`config.mk`:
```
export PLATFORM = sky130hd
export DESIGN_NAME = display_code_monitor
export DESIGN_NICKNAME = d
export VERILOG_FILES = /design/src/rtl/display_code_monitor.sv
export SDC_FILE = /design/constraint.sdc
export NUM_CORES = 1
export LEC_CHECK = 0
export CAP_MARGIN = 20
export CORE_ASPECT_RATIO = 0.9
export CORE_MARGIN = 1
export CORE_UTILIZATION = 45
export DETAILED_ROUTE_END_ITERATION = 6
export DONT_BUFFER_PORTS = 1
export PLACE_DENSITY = 0.61
export SLEW_MARGIN = 20
export SYNTH_ARGS = -nofsm -noshare
export SYNTH_HDL_FRONTEND = slang
export SYNTH_SLANG_ARGS = --single-unit
```
`constraint.sdc`:
```
create_clock -name clk_i -period 2.65 [get_ports clk_i]
set_input_delay 0.53 -clock clk_i [delete_from_list [all_inputs] [get_ports clk_i]]
set_output_delay 0.53 -clock clk_i [all_outputs]
set_load 0.05 [all_outputs]
```
`src/rtl/display_code_monitor.sv`:
```
// Receiving end of the display interface: decodes the thermometer-coded
// level word, flags malformed words, debounces the alert bit into a
// confirmed alarm and keeps min/max level and alarm-entry statistics.
module display_code_monitor #(
    parameter int ALERT_DEBOUNCE = 3,
    parameter int CLEAR_DEBOUNCE = 4,
    parameter int EVT_W          = 8
) (
    input  logic             clk_i,
    input  logic             rst_i,
    input  logic [7:0]       coded_i,
    input  logic             alert_i,
    input  logic             valid_i,
    input  logic             clear_i,
    output logic [3:0]       level_o,
    output logic             level_valid_o,
    output logic             code_error_o,
    output logic             alarm_o,
    output logic [3:0]       min_level_o,
    output logic [3:0]       max_level_o,
    output logic [EVT_W-1:0] alarm_events_o
);

    localparam logic [3:0] ALERT_TH = 4'(ALERT_DEBOUNCE);
    localparam logic [3:0] CLEAR_TH = 4'(CLEAR_DEBOUNCE);

    typedef enum logic [2:0] {
        IDLE,
        NORMAL,
        PENDING,
        ALARM,
        RECOVER
    } state_t;

    state_t           state_q, state_d;
    logic [3:0]       cnt_q, cnt_d;
    logic [3:0]       cnt_inc;
    logic             enter_alarm;
    logic             well_formed;
    logic [3:0]       dec_level;
    logic             eff_alert;
    logic [3:0]       min_base, max_base;
    logic [EVT_W-1:0] evt_base;

    // Thermometer decode: only (1<<n)-1 for n=1..8 is a legal word
    always_comb begin
        well_formed = 1'b1;
        dec_level   = 4'd0;
        case (coded_i)
            8'h01:   dec_level = 4'd1;
            8'h03:   dec_level = 4'd2;
            8'h07:   dec_level = 4'd3;
            8'h0F:   dec_level = 4'd4;
            8'h1F:   dec_level = 4'd5;
            8'h3F:   dec_level = 4'd6;
            8'h7F:   dec_level = 4'd7;
            8'hFF:   dec_level = 4'd8;
            default: well_formed = 1'b0;
        endcase
    end

    // A malformed word is treated as an alert so a broken link fails safe
    assign eff_alert = alert_i | ~well_formed;
    assign cnt_inc   = cnt_q + 4'd1;

    // Debounce FSM next-state; only valid samples move it
    always_comb begin
        state_d     = state_q;
        cnt_d       = cnt_q;
        enter_alarm = 1'b0;
        if (valid_i) begin
            case (state_q)
                IDLE, NORMAL: begin
                    if (eff_alert) begin
                        if (ALERT_TH == 4'd1) begin
                            state_d     = ALARM;
                            cnt_d       = 4'd0;
                            enter_alarm = 1'b1;
                        end else begin
                            state_d = PENDING;
                            cnt_d   = 4'd1;
                        end
                    end else begin
                        state_d = NORMAL;
                        cnt_d   = 4'd0;
                    end
                end
                PENDING: begin
                    if (eff_alert) begin
                        if (cnt_inc >= ALERT_TH) begin
                            state_d     = ALARM;
                            cnt_d       = 4'd0;
                            enter_alarm = 1'b1;
                        end else begin
                            cnt_d = cnt_inc;
                        end
                    end else begin
                        state_d = NORMAL;
                        cnt_d   = 4'd0;
                    end
                end
                ALARM: begin
                    if (!eff_alert) begin
                        if (CLEAR_TH == 4'd1) begin
                            state_d = NORMAL;
                            cnt_d   = 4'd0;
                        end else begin
                            state_d = RECOVER;
                            cnt_d   = 4'd1;
                        end
                    end else begin
                        cnt_d = 4'd0;
                    end
                end
                RECOVER: begin
                    if (!eff_alert) begin
                        if (cnt_inc >= CLEAR_TH) begin
                            state_d = NORMAL;
                            cnt_d   = 4'd0;
                        end else begin
                            cnt_d = cnt_inc;
                        end
                    end else begin
                        state_d = ALARM;
                        cnt_d   = 4'd0;
                    end
                end
                default: begin
                    state_d = IDLE;
                    cnt_d   = 4'd0;
                end
            endcase
        end
    end

    // Statistics start from reset values when cleared, so a same-cycle sample lands on top
    always_comb begin
        min_base = clear_i ? 4'hF : min_level_o;
        max_base = clear_i ? 4'h0 : max_level_o;
        evt_base = clear_i ? '0 : alarm_events_o;
    end

    // FSM state, debounce counter and registered alarm flag
    always_ff @(posedge clk_i) begin
        if (rst_i) begin
            state_q <= IDLE;
            cnt_q   <= 4'd0;
            alarm_o <= 1'b0;
        end else begin
            state_q <= state_d;
            cnt_q   <= cnt_d;
            alarm_o <= (state_d == ALARM) || (state_d == RECOVER);
        end
    end

    // Level capture, sticky error and statistics
    always_ff @(posedge clk_i) begin
        if (rst_i) begin
            level_o        <= 4'd0;
            level_valid_o  <= 1'b0;
            code_error_o   <= 1'b0;
            min_level_o    <= 4'hF;
            max_level_o    <= 4'h0;
            alarm_events_o <= '0;
        end else begin
            level_valid_o  <= valid_i;
            code_error_o   <= (clear_i ? 1'b0 : code_error_o) | (valid_i & ~well_formed);
            min_level_o    <= min_base;
            max_level_o    <= max_base;
            alarm_events_o <= (enter_alarm && evt_base != '1) ? evt_base + 1'b1 : evt_base;
            if (valid_i && well_formed) begin
                level_o     <= dec_level;
                min_level_o <= (dec_level < min_base) ? dec_level : min_base;
                max_level_o <= (dec_level > max_base) ? dec_level : max_base;
            end
        end
    end

endmodule

```
Yosys cells after proc, flatten, opt, wreduce, memory -nomap -nowiden
Cells that the tools add are included.
- $add $sub $neg: 2
- $lt $le $gt $ge: 4
- eq/ne operators: 15
- mux-type cells: 30
- bitwise logic cells: 4
- reductions and logical operators: 6
- operators by type and width (cell ; number):
    two-way mux 4 bit ; 10
    one-hot mux 4 bit (8 select lines) ; 1
    two-way mux 3 bit ; 6
    two-way mux 8 bit ; 2
    one-hot mux 4 bit (4 select lines) ; 1
    one-hot mux 3 bit (4 select lines) ; 1
    == test 3 x 2 -> 1 bit, second input constant ; 3
    adder 8 x 1 -> 8 bit, second input constant ; 1
    == test 8 x 1 -> 1 bit, second input constant ; 1
    == test 8 x 2 -> 1 bit, second input constant ; 1
    == test 8 x 3 -> 1 bit, second input constant ; 1
    == test 8 x 4 -> 1 bit, second input constant ; 1
    == test 8 x 5 -> 1 bit, second input constant ; 1
    == test 8 x 6 -> 1 bit, second input constant ; 1
    == test 8 x 7 -> 1 bit, second input constant ; 1
    == test 8 bit, second input constant ; 1
    two-way mux 1 bit ; 8
    != test 8 bit, second input constant ; 1
    OR reduction 8 bit ; 1
    == test 3 bit, second input constant ; 2
    adder 4 x 1 -> 4 bit, second input constant ; 1
    >= comparator 4 x 2 -> 1 bit, second input constant ; 1
    >= comparator 4 x 3 -> 1 bit, second input constant ; 1
    > comparator 4 bit ; 1
    other kinds (10) ; 12
- register bits after elaboration: 30
- input port bits: 13
- output and inout bits: 23
- word-level logic and storage cells: 70

Longest topological paths before layout
- depth in word-level cells: 10
- gate-level depth with buffers: 11
- depth with buffers taken out: 11

Worst setup path after synthesis
No wires, ideal clock.
- kind: input port to flip-flop
- from: input port coded_i[7]
- to: register max_level_o[0]
- library setup time: 128 ps
- arrival time: 2587 ps
- data required time: 2522 ps
- path slack: -65 ps
- stages: 10
- path through: or4_4 -> nor2_1 -> a31o_2 -> ha_1 -> nor2b_1 -> o21a_1 -> o21a_1 -> o2111ai_4 -> mux2i_1 -> nor2_1
- cells in the longest elaborated chain, start to end: 5
- elaborated cells between the ends (all ways): 15
- RTL lines (item ; RTL line ; RTL):
    start: declaration ; 11 ; input logic [7:0] coded_i,
    == test 8 bit, or another cell as far along ; 49 ; case (coded_i)
    one-hot mux 4 bit (8 select lines) * ; 49 ;
    via dec_level[1] ; 40 ; logic [3:0] dec_level;
    > comparator 4 bit * ; 174 ; max_level_o <= (dec_level > max_base) ? dec_level : max_base;
    two-way mux 4 bit * ; 174 ;
    two-way mux 4 bit * ; 171 ; if (valid_i && well_formed) begin
    end signal: assignment ; 169 ; max_level_o <= max_base;
    end signal: assignment ; 174 ;
    end: declaration ; 20 ; output logic [3:0] max_level_o,
Mark *: on every way through the listed nets, which the timed path passes. The rest lies on a longest branch.
A chain may end at the register's enable or synchronous reset.

Worst setup path in the final report
Ends and elaborated chain as after synthesis.

==> metrics.md <==
| Metric | Value |
|---|---|
| Clock skew after layout | 0.005271 ns |
| Time the final worst path needs with I/O delays and setup | 2.428 ns |
| Number of distinct library cell variants in the gate-level netlist after synthesis | 48 |
| Cell at the root of the clock tree | clkbuf_8 |
| Worst vdd rail ir drop | 286.5 µV |
| Worst Hold Depth | 1 |
| Insertion delay of the later-clocked pin in the worst-skew pair | 0.28 ns |
| Setup TNS | 0 ns |
| Share of post-route cells with drive strength above 1 | 18.29% |
| Reg2Reg Capture Point | alarm_events_o[3]$_SDFF_PP0_ |
| Flip-flop and latch count after synthesis | 30 |
| Average via count per standard cell | 6.051 |
| CP Capture Type | flop |
| Reported leakage power | between 0.8 and 0.9 nW |
| Area fraction in compound gates after synthesis | about 23% |
| Yosys synthesis warning count | 0 |
| Final Slew Violations | 0 |
| Final ANT Viol Nets | 0 |
| Setup violators final | 0 |
| Type of the worst setup path | in -> reg |
| # Max-Cap Violations | 0 |
| Dominant cell by count in the synthesized netlist | dfxtp_1 |
| Largest net degree at the start of global routing | 34 |
| Critical Path Source Type | primary input |
| Global placement routability congestion | 0.8321 |
| Multiplexer fraction of the synthesized cell area | 4.852% |
| Launch instance of the worst register-to-register path | cnt_q[0]$_SDFFE_PP0P_ |
| Max Freq | 411.9 MHz |
| Simple-gate share of the synthesized area | 27.63% |
| Placed instance count | about 290 |
| Setup repair after global routing missed its margin | false |
| WL/cell | approximately 16 µm |
| Final Cycle Share | 91.62% |
| Number of endpoints with negative hold slack in the final report | 0 |
| Floorplan core area | 3836 µm² |
| Full die area | 4388 µm² |
| Critical path arrival | 2.61 ns |
| Nets | 269 |
| Xor-xnor portion of the synthesized cell area | ~1.4% |
| Number of top-level pins | 36 |
| Comb pwr share | under 10% |
| Syn nets | between 200 and 250 |
| Count of standard-cell rows | 21 |
| Cts bufs inserted | 5 |
| Startpoint of the most critical hold path | rst_i |
| DPL Wire Length | approximately 3400 µm |
| Clock sinks | 30 |
| Proportion of synthesized flip-flops having asynchronous set or reset | 0% |
| Count of port buffers added during placement | 0 |
| Detailed Route Iter0 Violations | around 150 |
| Switching share of total power | 22.27% |
| Gate count after technology mapping | 225 |
| Reg-to-reg setup timing slack | around 0.32 ns |
| Wire length of the first global-routing pass | approximately 7700 µm |
| Count of hold-fix buffers inserted at cts | 0 |
| Netlist area before placement | 1857 µm² |
| Worst hold-check path type | in -> reg |
| Count of placed standard cells in the final layout, fillers left out | ~290 |
| Required time reported for the critical path endpoint | 2.83 ns |
| Number of flops mapped to enable cells by yosys | 0 |
| Number of inserted diodes | 0 |
| Largest cells by area after synthesis | dfxtp_1 32%, ha_1 6.7%, mux2i_1 4.9% |
| Net switching power | 0.2257 mW |
| Sequential share of power | 47.1% |
| Post CTS Setup Buffer Count | 0 |
| Most frequently used flop master after synthesis | dfxtp_1 |
| WL final | 4534 µm |
| Total number of vias | around 1800 |
| Number of fillers in the final layout | 349 |
| Register-to-Register Path Depth | 8 |
| Power density relative to cell area | 461.6 nW/µm² |
| Clock-pin slew on the worst setup and hold paths | 0.06 ns |
| Post-synth top area share | 32.35% |
| Run status | finished clean |
| Initial Utilization | 48.40% |
| Adder and majority gate portion of the synthesized area | 7.278% |
| Portion of total power attributed to the clock network | between 40 and 50% |
| Cell internal pwr | 0.7879 mW |
| CTS H-tree lvls | 2 |
| Commonest cells in the synthesized netlist | 30 x dfxtp_1, 24 x nor2_1, 19 x nand2_1 |
| DRC violations left | 0 |
| Setup crit start | coded_i[7] |
| Dominant combinational cell family by area after synthesis | simple AND/OR/NAND/NOR gates |
| Post-Synthesis Mean Instance Area | 8.252 µm² |
| Cell type with the largest total area after synthesis | dfxtp_1 |
| Number of gates given a new drive strength after cts | 0 |
| Worst slew margin relative to its limit | 63.18% |
| Synth-to-Final Area Change | 18.26% |
| GRT Resource Usage Total | ~22% |
| Vias in the first global route | 1604 |
| Antenna violations before repair | 0 |
| Die Height | 62.94 µm |
| Sequential-to-total area share from yosys stat | between 30% and 40% |
| Die outline width | 69.71 µm |
| Number of iterations in the first detailed-routing pass | 4 |
| Overflow after GRT | 0 |
| Clk buf depth | 2 |
| Clock tree from TritonCTS | built |
| Measured slew at the worst slew-check pin | 0.5516 ns |
| Hold worst-path end | level_valid_o$_SDFF_PP0_ |
| Worst Path Max Fanout | 6 |
-- critical path, stage by stage --
cell and delay [ns]:
or4_4 0.54, nor2_4 0.11, a31o_4 0.17, ha_4 0.20, nor2b_1 0.12, o21a_1 0.17, o21a_1 0.19, o2111ai_4 0.29
mux2i_1 0.23, nor2_1 0.05
-- power groups by stage --
stage,combinational (mW),clock [mW],sequential (mW)
after floorplan,0.0604,0,0.484
after global placement,0.0607,0,0.487
after detailed placement,0.0621,0,0.487
after CTS,0.0624,0.488,0.477
after global routing,0.0694,0.509,0.478
final,0.0622,0.474,0.477
-- through the flow --
stage	area [µm²]	power [mW]	setup WS, ns	util (%)	hold slack (ns)
2_1_floorplan	1887	0.5443	-0.007641	-	0.4785
3_3_place_gp	2083	0.5481	0.001838	54.31	0.4878
3_5_place_dp	2083	0.5495	-0.05360	54.31	0.4963
4_1_cts	2196	1.027	0.2254	57.24	0.2989
5_1_grt	2196	1.056	0.1328	57.24	0.2862
6_report	2196	1.014	0.2220	57.24	0.3126
-- placed cells by master (no fill, tap or decap), types with 4 or more instances in the layout --
cell / instances
nand2b_1: 7
mux2i_1: 9
nor3_1: 6
inv_1: 8
a211oi_1: 4
nand3_1: 11
nor3b_1: 4
nand4_1: 5
a21oi_1: 16
o21ai_0: 5
or3_1: 5
dfxtp_1: 30
buf_4: 24
ha_1: 9
clkbuf_8: 6
nor2b_1: 8
nand2_1: 19
nor2_1: 23
-- sequential cells by signal, indices dropped and copies added (netlist names) --
signal	count
state_q	3
alarm_events_o	8
min_level_o	4
alarm_o	1
code_error_o	1
max_level_o	4
cnt_q	4
level_o	4
level_valid_o	1
-- cell type report --
type / instances / area (µm²) / area share (%)
repair buffers: 24 / 180.2 / 8.205
flip-flops and latches: 30 / 600.6 / 27.35
clock buffers: 6 / 82.58 / 3.761
inverters: 8 / 30.03 / 1.368
clock inverters: 1 / 30.03 / 1.368
well taps: 46 / 57.56 / 2.621
multi-input cells: 177 / 1215 / 55.33
-- per-layer routing --
| metal | share of wire [%] | global-route usage (%) | wire, µm |
|---|---|---|---|
| met1 | 46 | 29.04 | 2095 |
| met2 | 47 | 36.17 | 2125 |
| met3 | 6.5 | 4.516 | 295 |
| met4 | 0.40 | 7.500 | 18 |
| met5 | 0 | 0 | 0 |
-- logic make-up (layout without fill, tap and decap cells) --
kind of cell,count (synthesis),after routing
and+or+nand+nor,100,100
AOI/OAI and AO/OA,54,54
DFF,30,30
buffers and inverters,18,39
adders and majority gates,11,11
muxes,9,9
xor gates and xnor gates,3,3
-- worst max path at each step --
stage,to,slack [ns],cells after the start
after floorplan,max_level_o[0]$_SDFF_PP0_,-0.008,10
after global placement,max_level_o[0]$_SDFF_PP0_,0.002,10
after detailed placement,max_level_o[3]$_SDFF_PP0_,-0.05,11
after CTS,max_level_o[3]$_SDFF_PP0_,0.23,11
after global routing,max_level_o[3]$_SDFF_PP0_,0.13,11
final,max_level_o[0]$_SDFF_PP0_,0.22,10
(Power assumes the default switching activity.)
